`config.mk`:
```
export PLATFORM = sky130hd
export DESIGN_NAME = sprite_loader
export DESIGN_NICKNAME = d
export VERILOG_FILES = /design/src/rtl/sprite_loader.sv
export SDC_FILE = /design/constraint.sdc
export NUM_CORES = 1
export LEC_CHECK = 0
export CAP_MARGIN = 10
export CORE_MARGIN = 2
export CORE_UTILIZATION = 43
export CTS_BUF_LIST = sky130_fd_sc_hd__clkbuf_8
export DETAILED_ROUTE_END_ITERATION = 8
export DONT_BUFFER_PORTS = 1
export GPL_TIMING_DRIVEN = 0
export PLACE_DENSITY_LB_ADDON = 0.15
export REMOVE_ABC_BUFFERS = 1
export SYNTH_ARGS = -nofsm -noshare
export SYNTH_HDL_FRONTEND = slang
export SYNTH_SLANG_ARGS = --single-unit
```
`constraint.sdc`:
```
create_clock -name clk -period 2.99 [get_ports clk]
set_input_delay 0.598 -clock clk [delete_from_list [all_inputs] [get_ports clk]]
set_output_delay 0.598 -clock clk [all_outputs]
set_load 0.02 [all_outputs]
```
`src/rtl/sprite_loader.sv`:
```
// Double-buffered sprite bitmap store: a header byte picks a slot, 16 row bytes fill its back buffer,
// and frame_sync swaps every loaded slot so the renderer never sees a half-written sprite.
//   state     | meaning
//   IDLE      | waiting for a header byte
//   WAIT_SWAP | target slot still has an unswapped load; hold off until frame_sync
//   DATA      | writing row bytes into the slot's back buffer
`timescale 1ns/1ps
module sprite_loader #(
  parameter logic [5:0] HDR_TAG = 6'b101000
) (
  input  logic       clk,
  input  logic       reset_n,
  input  logic       in_valid,
  input  logic [7:0] in_data,
  output logic       in_ready,
  input  logic       frame_sync,
  input  logic [1:0] rd_slot,
  input  logic [3:0] rom_addr,
  output logic [7:0] rom_bits,
  output logic [3:0] pending,
  output logic       hdr_err
);

  typedef enum logic [1:0] {
    S_IDLE      = 2'd0,
    S_WAIT_SWAP = 2'd1,
    S_DATA      = 2'd2
  } state_t;

  state_t     r_state;
  state_t     w_state_nxt;
  logic [1:0] r_slot;
  logic [3:0] r_row;
  logic       r_hdr_err;
  logic [3:0] r_front_sel;
  logic [3:0] r_pending;
  logic [3:0] w_front_nxt;
  logic [3:0] w_pending_nxt;
  logic [7:0] r_mem [128];

  logic       w_accept;
  logic       w_hdr_ok;
  logic       w_hdr_take;
  logic       w_wr;
  logic       w_last;
  logic [6:0] w_wr_addr;
  logic [6:0] w_rd_addr;

  assign w_accept   = in_valid && in_ready;
  assign w_hdr_ok   = (in_data[7:2] == HDR_TAG);
  assign w_hdr_take = (r_state == S_IDLE) && w_accept && w_hdr_ok;
  assign w_wr       = (r_state == S_DATA) && w_accept;
  assign w_last     = w_wr && (r_row == 4'hF);

  always_ff @(posedge clk or negedge reset_n) begin
    if (!reset_n) begin
      r_state <= S_IDLE;
    end else begin
      r_state <= w_state_nxt;
    end
  end

  always_comb begin
    w_state_nxt = r_state;
    case (r_state)
      S_IDLE: begin
        if (w_hdr_take) begin
          w_state_nxt = r_pending[in_data[1:0]] ? S_WAIT_SWAP : S_DATA;
        end
      end
      S_WAIT_SWAP: begin
        // frame_sync this cycle clears the pending flag, so the back buffer is free next cycle
        if (!r_pending[r_slot] || frame_sync) begin
          w_state_nxt = S_DATA;
        end
      end
      S_DATA: begin
        if (w_last) begin
          w_state_nxt = S_IDLE;
        end
      end
      default: w_state_nxt = S_IDLE;
    endcase
  end

  always_comb begin
    in_ready = (r_state != S_WAIT_SWAP);
  end

  // A completing load sets its flag after the swap mask is applied, so it waits for the next frame
  always_comb begin
    w_front_nxt   = r_front_sel;
    w_pending_nxt = r_pending;
    if (frame_sync) begin
      w_front_nxt   = r_front_sel ^ r_pending;
      w_pending_nxt = 4'b0000;
    end
    if (w_last) begin
      w_pending_nxt[r_slot] = 1'b1;
    end
  end

  always_ff @(posedge clk or negedge reset_n) begin
    if (!reset_n) begin
      r_slot      <= 2'd0;
      r_row       <= 4'd0;
      r_hdr_err   <= 1'b0;
      r_front_sel <= 4'b0000;
      r_pending   <= 4'b0000;
    end else begin
      r_hdr_err   <= (r_state == S_IDLE) && w_accept && !w_hdr_ok;
      r_front_sel <= w_front_nxt;
      r_pending   <= w_pending_nxt;
      if (w_hdr_take) begin
        r_slot <= in_data[1:0];
        r_row  <= 4'd0;
      end else if (w_wr) begin
        r_row <= r_row + 4'd1;
      end
    end
  end

  assign w_wr_addr = {r_slot, ~r_front_sel[r_slot], r_row};
  assign w_rd_addr = {rd_slot, r_front_sel[rd_slot], rom_addr};

  always_ff @(posedge clk) begin
    if (w_wr) begin
      r_mem[w_wr_addr] <= in_data;
    end
  end

  assign rom_bits = r_mem[w_rd_addr];
  assign pending  = r_pending;
  assign hdr_err  = r_hdr_err;

endmodule

```
# After elaboration in Yosys (flattened, before gate mapping)

Memory sizes are Yosys's and may differ from the RTL's.
Cells that the tools add are included.

Eq/ne operators: 8
Magnitude comparators: 4
Bitwise operators: 3
Multiplexer cells: 21
$add $sub $neg: 1
Reduce and logical (&&, ||, !) cells: 13

Operator list:

| cell                | number |
|---|---|
| $mux 4              | 4 |
| $lt 2x3->1 const B  | 3 |
| $bmux 1 s2          | 4 |
| $mux 2              | 4 |
| $logic_and 1x1->1   | 7 |
| $mux 1              | 7 |
| $eq 6x6->1 const B  | 1 |
| $ne 2x2->1 const B  | 3 |
| $pmux 2 s3          | 1 |
| $add 4x1->4 const B | 1 |
| $eq 4x4->1 const B  | 1 |
| $or 4x4->4          | 1 |
| $xor 4x4->4         | 1 |
| $reduce_and 3->1    | 1 |
| $demux 1 s2         | 1 |
| $eq 2x1->1 const B  | 1 |
| $eq 2x2->1 const B  | 1 |
| $ge 2x1->1 const B  | 1 |
| $logic_not 1->1     | 2 |
| $logic_not 2->1     | 1 |
| $ne 2x1->1 const B  | 1 |
| $reduce_bool 2->1   | 1 |
| $logic_or 1x1->1    | 1 |
| $not 1->1           | 1 |

Register bits: 17
Logic and storage cells: 57
Input port bits: 18
Output and inout port bits: 14
RAM bits: 1,024
Memories: 1

Memory list:

| name  | words | width | rd ports | clocked after memory_dff | wr ports | RTL line | source |
|---|---|---|---|---|---|---|---|
| r_mem | 128   | 8     | 1        | 0                        | 1        | 39       | `logic [7:0] r_mem [128];` |

# Longest topological paths before layout

Gate-level depths: netlist (run 1).

Depth after elaboration: 6
Mapped depth: 8
Gate-level depth less buffers: 5

# Least setup slack after synthesis (run 1)

No wires, ideal clock.

Path type: input-to-output
Start point: in rom_addr[0]
End point: out rom_bits[0]
Setup slack: -238 ps
Stages: 8
Data arrival time: 2,630 ps
Path buffers: 3
Required time: 2,392 ps
Cell sequence: buf_2 > buf_6 > buf_2 > mux4_2 > mux2i_1 > mux2i_1 > mux4_2 > mux2_2

Word-level cells in the longest chain between the ends: 1

Ends and longest elaborated chain:

| element         | RTL line | source |
|---|---|---|
| start, declared | 18       | `input logic [3:0] rom_addr,` |
| $mem_v2 128x8   | n/a      |  |
| end, declared   | 19       | `output logic [7:0] rom_bits,` |

Every way passes these cells.

# Worst setup path after layout (run 1)

Start point: in rom_addr[0]
End point: out rom_bits[1]

Same word-level chain as after synthesis.

==> impl_metrics.env, run 1 <==
export IMPL_cp_arrival_ns=3.73
export IMPL_rsz0062_at_grt="yes"
export IMPL_max_slew_worst_pin_slew_ns=1.63
export IMPL_worstPathRequired_ns=2.39
export IMPL_io_buffers=0
export IMPL_cts_root_buf="clkbuf_8"
export IMPL_rows=113
export IMPL_synth_edf_count=1024
export IMPL_synth_most_common_cell="edfxtp_1"
export IMPL_fin_util=0.490
export IMPL_p_int_w=0.0228
export IMPL_fin_worst_skew_ns=0.0275
export IMPL_crit_top_cell="mux4_2"
export IMPL_synthSimpleGateAreaFrac=0.0196
export IMPL_grt_overflow_total=0
export IMPL_share_comb_of_total_power=0.072
export IMPL_drive_above_1_share=0.336
export IMPL_final_antenna_net_count=0
export IMPL_htree_levels=4
export IMPL_yosysWarnings=0
export IMPL_syn2layout_area_growth_pct=13.3
export IMPL_r2r_start="r_state[1]$_DFFE_PN0P_"
export IMPL_r2r_slack_ns=0.03
export IMPL_num_io_pins=32
export IMPL_cts_path_max_buffers=3
export IMPL_place_inst=2997
export IMPL_grt_usage=0.193
export IMPL_cp_end_kind="output port"
export IMPL_post_dp_hpwl_um=45900
export IMPL_ys_async_sr_fraction=0.0163
export IMPL_startpoint_type="input port"
export IMPL_dr_pass1_iters=5
export IMPL_post_route_period_util=1.45
export IMPL_wl_per_cell_um=28.0
export IMPL_die_w_um=312
export IMPL_grt_pass1_vias=19500
export IMPL_synth_area_per_cell_um2=22.3
export IMPL_p_seq_frac=0.550
export IMPL_path_class="in2out"
export IMPL_fin_crit_ns=4.33
export IMPL_synthTopCellsByCount="edfxtp_1 (1,024), mux4_2 (274), mux2i_1 (194), nor2_1 (138), clkbuf_1 (45)"
export IMPL_gp_congestion=0.744
export IMPL_yosys_area_top_type="edfxtp_1"
export IMPL_leakagePower_nw=14.6
export IMPL_max_cap_viol_count=0
export IMPL_seq_area_frac_synth=0.763
export IMPL_grt_pass1_wl_um=134000
export IMPL_n_fill_cell=7683
export IMPL_violations="max-slew violations, negative setup slack"
export IMPL_finalSetupViolations=8
export IMPL_setup_slack_ns=-1.34
export IMPL_slew_headroom=-0.0853
export IMPL_routed_wl_um=93000
export IMPL_netSwitchingFraction=0.229
export IMPL_via_count=18500
export IMPL_min_from="in_data[3]"
export IMPL_syn_inst=1832
export IMPL_synth_top_area_frac=0.753
export IMPL_worst_hold_slack_ns=0.143
export IMPL_synth_seq_cells=1041
export IMPL_clk_latency_ns=0.81
export IMPL_fin_cells=3320
export IMPL_numCtsBuffers=163
export IMPL_slowest_delay_ns=1.02
export IMPL_dieHeight_um=312
export IMPL_crit_slowest_cell="mux4_2"
export IMPL_fp_coreArea_um2=94600
export IMPL_first_iter_violations=1554
export IMPL_via_per_inst=5.57
export IMPL_path_cells="mux4_2 -> mux2i_2 -> mux2i_1 -> mux4_2 -> mux2_4"
export IMPL_fp_dieArea_um2=97500
export IMPL_startpoint="rom_addr[0]"
export IMPL_pwr_share_clk=0.378
export IMPL_p_sw_w=0.00676
export IMPL_power_density_nw_per_um2=637
export IMPL_peakVddDrop_mv=0.377
export IMPL_floorplan_initialDensity=0.432
export IMPL_yosys_most_used_dff="edfxtp_1"
export IMPL_yosys_area_share_adder=0.000306
export IMPL_hold_class="in2reg"
export IMPL_clock_sinks=1041
export IMPL_nets=1949
export IMPL_status="finished, violations left"
export IMPL_synthDistinctLibCells=34
export IMPL_finalPower_w=0.0295
export IMPL_cts_tree="built"
export IMPL_crit_fanout=256
export IMPL_cts_clk_slew_worst_paths_ns=0.06
export IMPL_timing_fmax_mhz=231
export IMPL_drv_slew=87
export IMPL_synth_top_family_by_area="multiplexers"
export IMPL_remaining_drc_errors=0
export IMPL_synth_mux_area_frac=0.202
export IMPL_hold_viol=0
export IMPL_antenna_found_initial=5
export IMPL_synth_compound_area_frac=0.00132
export IMPL_synth_xor_xnor_area_share=0.00150
export IMPL_grt_max_degree=257
export IMPL_netlist_area_um2=40900
export IMPL_synthTopCellsByArea="edfxtp_1 (75%), mux4_2 (15%), mux2i_1 (4.8%)"
[flip-flops by register name, indices dropped and copies added (netlist names)]
register / cells
r_row: 4
hdr_err: 1
r_front_sel: 4
r_state: 2
r_mem: 1024
pending: 4
r_slot: 2
[kinds of logic after synthesis]
family / count (synthesis)
xor+xnor: 7
flops: 1041
compound gates: 8
mux: 479
fa+ha+maj: 1
buf+inv: 107
simple gates: 189
[final cells by class]
| type | instances | area, um^2 | area share |
|---|---|---|---|
| Clock buffer | 165 | 2270 | 0.0490 |
| Antenna cell | 1 | 2.50 | 0.0000540 |
| Clock inverter | 124 | 722 | 0.0156 |
| Tap cell | 1265 | 1580 | 0.0342 |
| Sequential cell | 1041 | 31200 | 0.673 |
| Multi-Input combinational cell | 685 | 9940 | 0.215 |
| Timing Repair Buffer | 34 | 586 | 0.0126 |
| Inverter | 5 | 18.8 | 0.000405 |
[per-layer routing]
layer	routed length (um)	part of all wire	global-route usage	vias up
met3	5840	0.063	0.0463	143
met2	44400	0.48	0.299	530
met1	40500	0.44	0.272	9963
li1	-	-	-	7869
met4	2200	0.024	0.0629	0
met5	0	0	0	-
[power groups by stage]
| stage | Sequential [W] | Combinational [W] | Clock [W] |
|---|---|---|---|
| detailed placement | 0.0165 | 0.00149 | 0 |
| global route | 0.0162 | 0.00222 | 0.0120 |
| global placement | 0.0165 | 0.00148 | 0 |
| floorplan | 0.0165 | 0.000995 | 0 |
| finish | 0.0162 | 0.00213 | 0.0112 |
| CTS | 0.0162 | 0.00206 | 0.0114 |
[worst max-delay path: cells and delay by family]
| family | cells | cell delay [ns] |
|---|---|---|
| mux | 5 | 2.40 |
[layout by cell type (no fill, tap or decap), drive strengths merged, types with 4 or more instances in the layout]
cell type	instances
buf	31
bufinv	6
clkbuf	165
clkinv	54
dfrtp	17
edfxtp	1024
inv	67
mux2	12
mux2i	194
mux4	274
nand2	18
nand2b	5
nand3	7
nor2	138
nor2b	4
xnor2	5
[what timing repair did]
| action | 4_1_cts | 5_1_grt |
|---|---|---|
| hold buffers | 11 | 0 |
| buffers inserted | 10 | 9 |
| gates cloned | 3 | 0 |
| resized for setup | 130 | 78 |
| pin swaps | 0 | 1 |
| hold endpoints to repair | 1053 | 0 |
| endpoints found under the setup margin | 264 | 623 |
[metrics by stage]
step	setup TNS, ns	cell area [um^2]	setup WS, ns
after floorplan	-4.48	40400	-0.560
after global placement	-573.14	41900	-2.18
after detailed placement	-51.01	42000	-0.759
after CTS	-7.61	45900	-0.720
after global routing	-8.65	46300	-1.10
final	-10.36	46300	-1.34
[path summary, 6_finish.rpt]
check	to	cells after the start
min reg2reg	hdr_err$_DFF_PN0_	1
min	hdr_err$_DFF_PN0_	2
max in group asynchronous	r_front_sel[2]$_DFFE_PN0P_	1
max reg2reg	r_mem[85][0]$_DFFE_PP_	4
min in group asynchronous	pending[2]$_DFF_PN0_	1
max	rom_bits[1]	5
(Power assumes the default switching activity.)
==> run 2, diff against run 1 <==
--- a/config.mk
+++ b/config.mk
@@ -8,7 +8,7 @@
 export CAP_MARGIN = 10
 export CORE_MARGIN = 2
 export CORE_UTILIZATION = 43
-export CTS_BUF_LIST = sky130_fd_sc_hd__clkbuf_8
+export CTS_BUF_LIST = sky130_fd_sc_hd__clkbuf_16
 export DETAILED_ROUTE_END_ITERATION = 8
 export DONT_BUFFER_PORTS = 1
 export GPL_TIMING_DRIVEN = 0
==> constraint.sdc (replaced) <==
create_clock -name clk -period 4.6 [get_ports clk]
set_input_delay 0.69 -clock clk [delete_from_list [all_inputs] [get_ports clk]]
set_output_delay 0.69 -clock clk [all_outputs]
set_load 0.02 [all_outputs]
==> impl_metrics.env, run 2 (synthesized netlist as in run 1, its figures left out) <==
export IMPL_regMostFlops="r_mem"
export IMPL_rsz0062_at_grt="no"
export IMPL_hold_end="pending[3]$_DFF_PN0_"
export IMPL_nets=1857
export IMPL_final_antenna_net_count=0
export IMPL_path_class="reg2out"
export IMPL_rows=113
export IMPL_timing_fmax_mhz=230
export IMPL_first_iter_violations=1601
export IMPL_slowest_delay_ns=0.65
export IMPL_pre_cts_slack_ns=0.667
export IMPL_setup_slack_ns=0.244
export IMPL_cpLargestDelayFamily="multiplexers"
export IMPL_reg2regPathDepth=5
export IMPL_grtUsageMet1=0.259
export IMPL_fin_worst_skew_ns=0.0211
export IMPL_clock_sinks=1041
export IMPL_ff_latch_area_um2=31200
export IMPL_io_buffers=0
export IMPL_crit_fanout=33
export IMPL_fp_dieArea_um2=97500
export IMPL_htree_levels=3
export IMPL_grt_overflow_total=0
export IMPL_antenna_cells=0
export IMPL_gp_congestion=0.744
export IMPL_status="finished clean"
export IMPL_path_cells="mux2i_1 -> mux2_4 -> buf_16 -> mux2i_1 -> mux4_2 -> mux2_2"
export IMPL_r2r_start="r_state[0]$_DFFE_PN0P_"
export IMPL_grt_usage=0.183
export IMPL_syn2layout_area_growth_pct=10.7
export IMPL_remaining_drc_errors=0
export IMPL_post_route_period_util=0.947
export IMPL_cts_tree="built"
export IMPL_worstPathRequired_ns=3.91
export IMPL_max_slew_worst_pin_slew_ns=1.12
export IMPL_hold_viol=0
export IMPL_via_per_inst=5.62
export IMPL_cp_arrival_ns=3.67
export IMPL_fp_coreArea_um2=94600
export IMPL_grt_busiest_layer="met2"
export IMPL_fin_util=0.478
export IMPL_final_common_cell="edfxtp_1"
export IMPL_finalSetupViolations=0
export IMPL_numCtsBuffers=103
export IMPL_cts_root_buf="clkbuf_16"
export IMPL_worst_hold_slack_ns=0.119
export IMPL_fin_cells=3184
export IMPL_rr_endpoint="r_mem[86][6]$_DFFE_PP_"
export IMPL_drive_above_1_share=0.226
export IMPL_multi_input_area_um2=9190
export IMPL_post_dp_hpwl_um=45900
export IMPL_wl_per_cell_um=27.7
export IMPL_routed_wl_um=88300
export IMPL_fin_tns_setup_ns=0
export IMPL_use_met3=0.0436
export IMPL_hold_class="in2reg"
export IMPL_num_io_pins=32
export IMPL_n_fill_cell=7729
export IMPL_fin_crit_ns=4.36
export IMPL_startpoint_type="flop"
export IMPL_cts_path_max_buffers=3
export IMPL_crit_top_cell="mux2i_1"
export IMPL_dieHeight_um=312
export IMPL_peakVddDrop_mv=0.310
export IMPL_worstHoldPathCells=1
export IMPL_dr_pass1_iters=5
export IMPL_grt_pass1_vias=18800
export IMPL_largest_register_ffs=1024
export IMPL_power_density_nw_per_um2=429
export IMPL_die_w_um=312
export IMPL_via_count=17900
export IMPL_critPathBufInv=1
export IMPL_floorplan_initialDensity=0.432
export IMPL_leakagePower_nw=14.3
export IMPL_drv_slew=0
export IMPL_min_from="frame_sync"
export IMPL_max_cap_viol_count=0
export IMPL_slew_headroom=0.251
export IMPL_cts_clk_slew_worst_paths_ns=0.06
export IMPL_clk_latency_ns=0.67
export IMPL_met2_usage=0.289
export IMPL_crit_slowest_cell="mux2_4"
export IMPL_grt_max_degree=257
export IMPL_final_cell_mix="edfxtp_1 (1,024), mux4_2 (274), mux2i_1 (194)"
export IMPL_antenna_found_initial=2
export IMPL_place_inst=2997
export IMPL_r2r_slack_ns=1.28
export IMPL_grt_pass1_wl_um=129000
export IMPL_cp_end_kind="output port"
[run 2: cell types whose count changed in the layout (fill, tap and decap cells not counted), sizes merged]
cell,delta
clkinv,-10
diode,-1
buf,-29
mux2,-1
dlygate4sd3,-2
clkbuf,-62
inv,-33
clkinvlp,+2
[run 2: stage by stage]
step | power, W | instance area, um^2
5_1_grt | 0.0200 | 45200
4_1_cts | 0.0196 | 45200
3_3_place_gp | 0.0117 | 41900
2_1_floorplan | 0.0114 | 40400
6_report | 0.0194 | 45200
3_5_place_dp | 0.0117 | 42000
[run 2: final cells by class]
| class | instances | area share |
|---|---|---|
| sequential | 1041 | 0.690 |
| multi-input combinational | 684 | 0.203 |
| clock buffer | 103 | 0.0570 |
| tap | 1265 | 0.0350 |
| clock inverter | 83 | 0.0132 |
| timing repair buffer | 3 | 0.00144 |
| inverter | 5 | 0.000415 |
[run 2: metal layers]
layer	share of wire	up-vias	wire (um)
met2	0.48	474	42500
li1	-	7642	-
met4	0.021	0	1870
met5	0	-	0
met3	0.066	128	5830
met1	0.43	9652	38100
[run 2: worst max path at each step]
stage / start / end / slack [ns] / cells past startpoint
5_1_grt: r_front_sel[1]$_DFFE_PN0P_ / rom_bits[0] / 0.11 / 6
2_1_floorplan: rd_slot[1] / rom_bits[0] / 0.87 / 5
3_5_place_dp: rd_slot[1] / rom_bits[0] / 0.67 / 6
4_1_cts: r_front_sel[1]$_DFFE_PN0P_ / rom_bits[0] / 0.19 / 6
6_report: r_front_sel[1]$_DFFE_PN0P_ / rom_bits[0] / 0.24 / 6
3_3_place_gp: rd_slot[1] / rom_bits[0] / -0.75 / 5
[run 2: repair_timing]
| action | in CTS | in global routing |
|---|---|---|
| hold buffers | 1 | 0 |
| setup buffers | 0 | 0 |
| gates resized for setup | 0 | 0 |
| hold endpoints to repair | 17 | 0 |
[run 2: worst register-to-register path, cell delays in order, from the launching register on]
cell and delay [ns]:
dfrtp_1 0.42, inv_1 0.14, nand3_1 0.13, nor2_1 0.36
nand3_2 0.83, nor2_1 1.07
[run 2: power breakdown]
part           internal (W)  switching [W]  total, W
sequential           0.0105      0.0000708    0.0105
combinational      0.000454       0.000517  0.000971
clock               0.00441        0.00348   0.00789
==> run 3, diff against run 2 <==
==> constraint.sdc (replaced) <==
create_clock -name clk -period 4.6 [get_ports clk]
set_input_delay 0.46 -clock clk [delete_from_list [all_inputs] [get_ports clk]]
set_output_delay 0.46 -clock clk [all_outputs]
set_load 0.02 [all_outputs]
==> impl_metrics.env, run 3 (synthesized netlist as in run 1, its figures left out) <==
export IMPL_num_io_pins=32
export IMPL_hold_viol=0
export IMPL_cp_arrival_ns=3.66
export IMPL_cts_root_buf="clkbuf_16"
export IMPL_cp_end_kind="output port"
export IMPL_numCtsBuffers=103
export IMPL_largest_register_ffs=1024
export IMPL_drv_slew=82
export IMPL_first_iter_violations=1635
export IMPL_timing_fmax_mhz=243
export IMPL_critPathBufInv=1
export IMPL_remaining_drc_errors=0
export IMPL_netSwitchingFraction=0.216
export IMPL_htree_levels=3
export IMPL_floorplan_initialDensity=0.432
export IMPL_routed_wl_um=90700
export IMPL_grt_max_degree=257
export IMPL_violations="max-slew violations"
export IMPL_clk_latency_ns=0.67
export IMPL_fin_util=0.481
export IMPL_fin_tns_setup_ns=0
export IMPL_p_seq_frac=0.538
export IMPL_fp_coreArea_um2=94600
export IMPL_pre_cts_slack_ns=1.13
export IMPL_peakVddDrop_mv=0.311
export IMPL_grt_overflow_total=0
export IMPL_path_class="reg2out"
export IMPL_setup_slack_ns=0.477
export IMPL_grt_usage=0.188
export IMPL_slowest_delay_ns=0.65
export IMPL_max_slew_worst_pin_slew_ns=1.76
export IMPL_finalSetupViolations=0
export IMPL_cts_clk_slew_worst_paths_ns=0.06
export IMPL_via_count=17900
export IMPL_io_buffers=0
export IMPL_regMostFlops="r_mem"
export IMPL_pwr_share_clk=0.403
export IMPL_fin_crit_ns=4.12
export IMPL_grt_pass1_vias=18900
export IMPL_hold_class="in2reg"
export IMPL_power_density_nw_per_um2=431
export IMPL_fp_dieArea_um2=97500
export IMPL_cts_resized=0
export IMPL_status="finished, violations left"
export IMPL_wl_per_cell_um=28.4
export IMPL_syn2layout_area_growth_pct=11.3
export IMPL_worstPathRequired_ns=4.14
export IMPL_rsz0062_at_grt="no"
export IMPL_final_cell_mix="edfxtp_1 (1,024), mux4_2 (274), mux2i_1 (194)"
export IMPL_drive_above_1_share=0.229
export IMPL_p_int_w=0.0154
export IMPL_nets=1867
export IMPL_antenna_found_initial=2
export IMPL_cpLargestDelayFamily="multiplexers"
export IMPL_crit_slowest_cell="mux2_4"
export IMPL_fin_worst_skew_ns=0.0207
export IMPL_leakagePower_nw=14.4
export IMPL_cts_tree="built"
export IMPL_startpoint_type="flop"
export IMPL_post_route_period_util=0.896
export IMPL_cts_setup_buffers=0
export IMPL_clock_sinks=1041
export IMPL_cts_path_max_buffers=3
export IMPL_grt_pass1_wl_um=131000
export IMPL_dieHeight_um=312
export IMPL_final_common_cell="edfxtp_1"
export IMPL_dr_pass1_iters=5
export IMPL_p_sw_w=0.00423
export IMPL_hold_buffers=11
export IMPL_via_per_inst=5.60
export IMPL_crit_fanout=33
export IMPL_path_cells="mux2i_1 -> mux2_4 -> buf_16 -> mux2i_1 -> mux4_2 -> mux2_2"
export IMPL_share_comb_of_total_power=0.059
export IMPL_die_w_um=312
export IMPL_post_dp_hpwl_um=45900
export IMPL_crit_top_cell="mux2i_1"
export IMPL_rows=113
export IMPL_slew_headroom=-0.171
export IMPL_gp_congestion=0.744
export IMPL_antenna_cells=0
export IMPL_finalPower_w=0.0196
export IMPL_max_cap_viol_count=0
export IMPL_final_antenna_net_count=0
## run 3: cell types whose count changed in the layout (fill, tap and decap cells not counted), sizes merged
cell / delta
dlygate4sd3: +2
buf: +8
## run 3: worst register-to-register path: stages (launching register included)
cell and delay [ns]:
dfrtp_1 0.42, inv_1 0.14, nand3_1 0.13, nor2_1 0.36, nand3_2 0.84, nor2_1 1.07
## run 3: power by group through the flow
stage	sequential, W	combinational [W]	clock (W)
after detailed placement	0.0107	0.000968	0
after floorplan	0.0107	0.000647	0
after global placement	0.0107	0.000961	0
after global routing	0.0106	0.00120	0.00842
final	0.0105	0.00115	0.00790
after CTS	0.0105	0.00115	0.00807
## run 3: routing by layer
metal / vias up / global-route usage / wire length [um]
met2: 455 / 0.295 / 43500
met1: 9634 / 0.268 / 39700
met4: 0 / 0.0477 / 1830
li1: 7667 / - / -
met3: 123 / 0.0437 / 5760
met5: - / 0 / 0
## run 3: per-stage QoR
stage | instances | hold WS, ns | area [um^2]
after detailed placement | 2997 | 0.165 | 42000
final | 3194 | 0.0946 | 45500
after CTS | 3194 | 0.0430 | 45500
after global routing | 3194 | 0.0942 | 45500
after floorplan | 1730 | 0.164 | 40400
after global placement | 2995 | 0.165 | 41900
## run 3: path summary, 6_finish.rpt
path                                       startpoint                      to  slack, ns  cells after the start
min in group asynchronous                     reset_n    pending[2]$_DFF_PN0_       0.33                      1
setup reg to reg               r_state[0]$_DFFE_PN0P_  r_mem[86][6]$_DFFE_PP_       1.26                      5
hold / removal                               in_valid    r_row[1]$_DFFE_PN0P_       0.09                      3
hold reg to reg                r_state[0]$_DFFE_PN0P_       hdr_err$_DFF_PN0_       0.53                      1
setup / recovery           r_front_sel[1]$_DFFE_PN0P_             rom_bits[0]       0.48                      6
max in group asynchronous                     reset_n       hdr_err$_DFF_PN0_       3.77                      1
## run 3: cell type report
class | count | area [um^2]
clock buffer | 103 | 2580
clock inverter | 83 | 598
fill | 7708 | 49100
inverter | 5 | 18.8
multi-input combinational | 684 | 9190
sequential | 1041 | 31200
tap | 1265 | 1580
timing repair buffer | 13 | 305
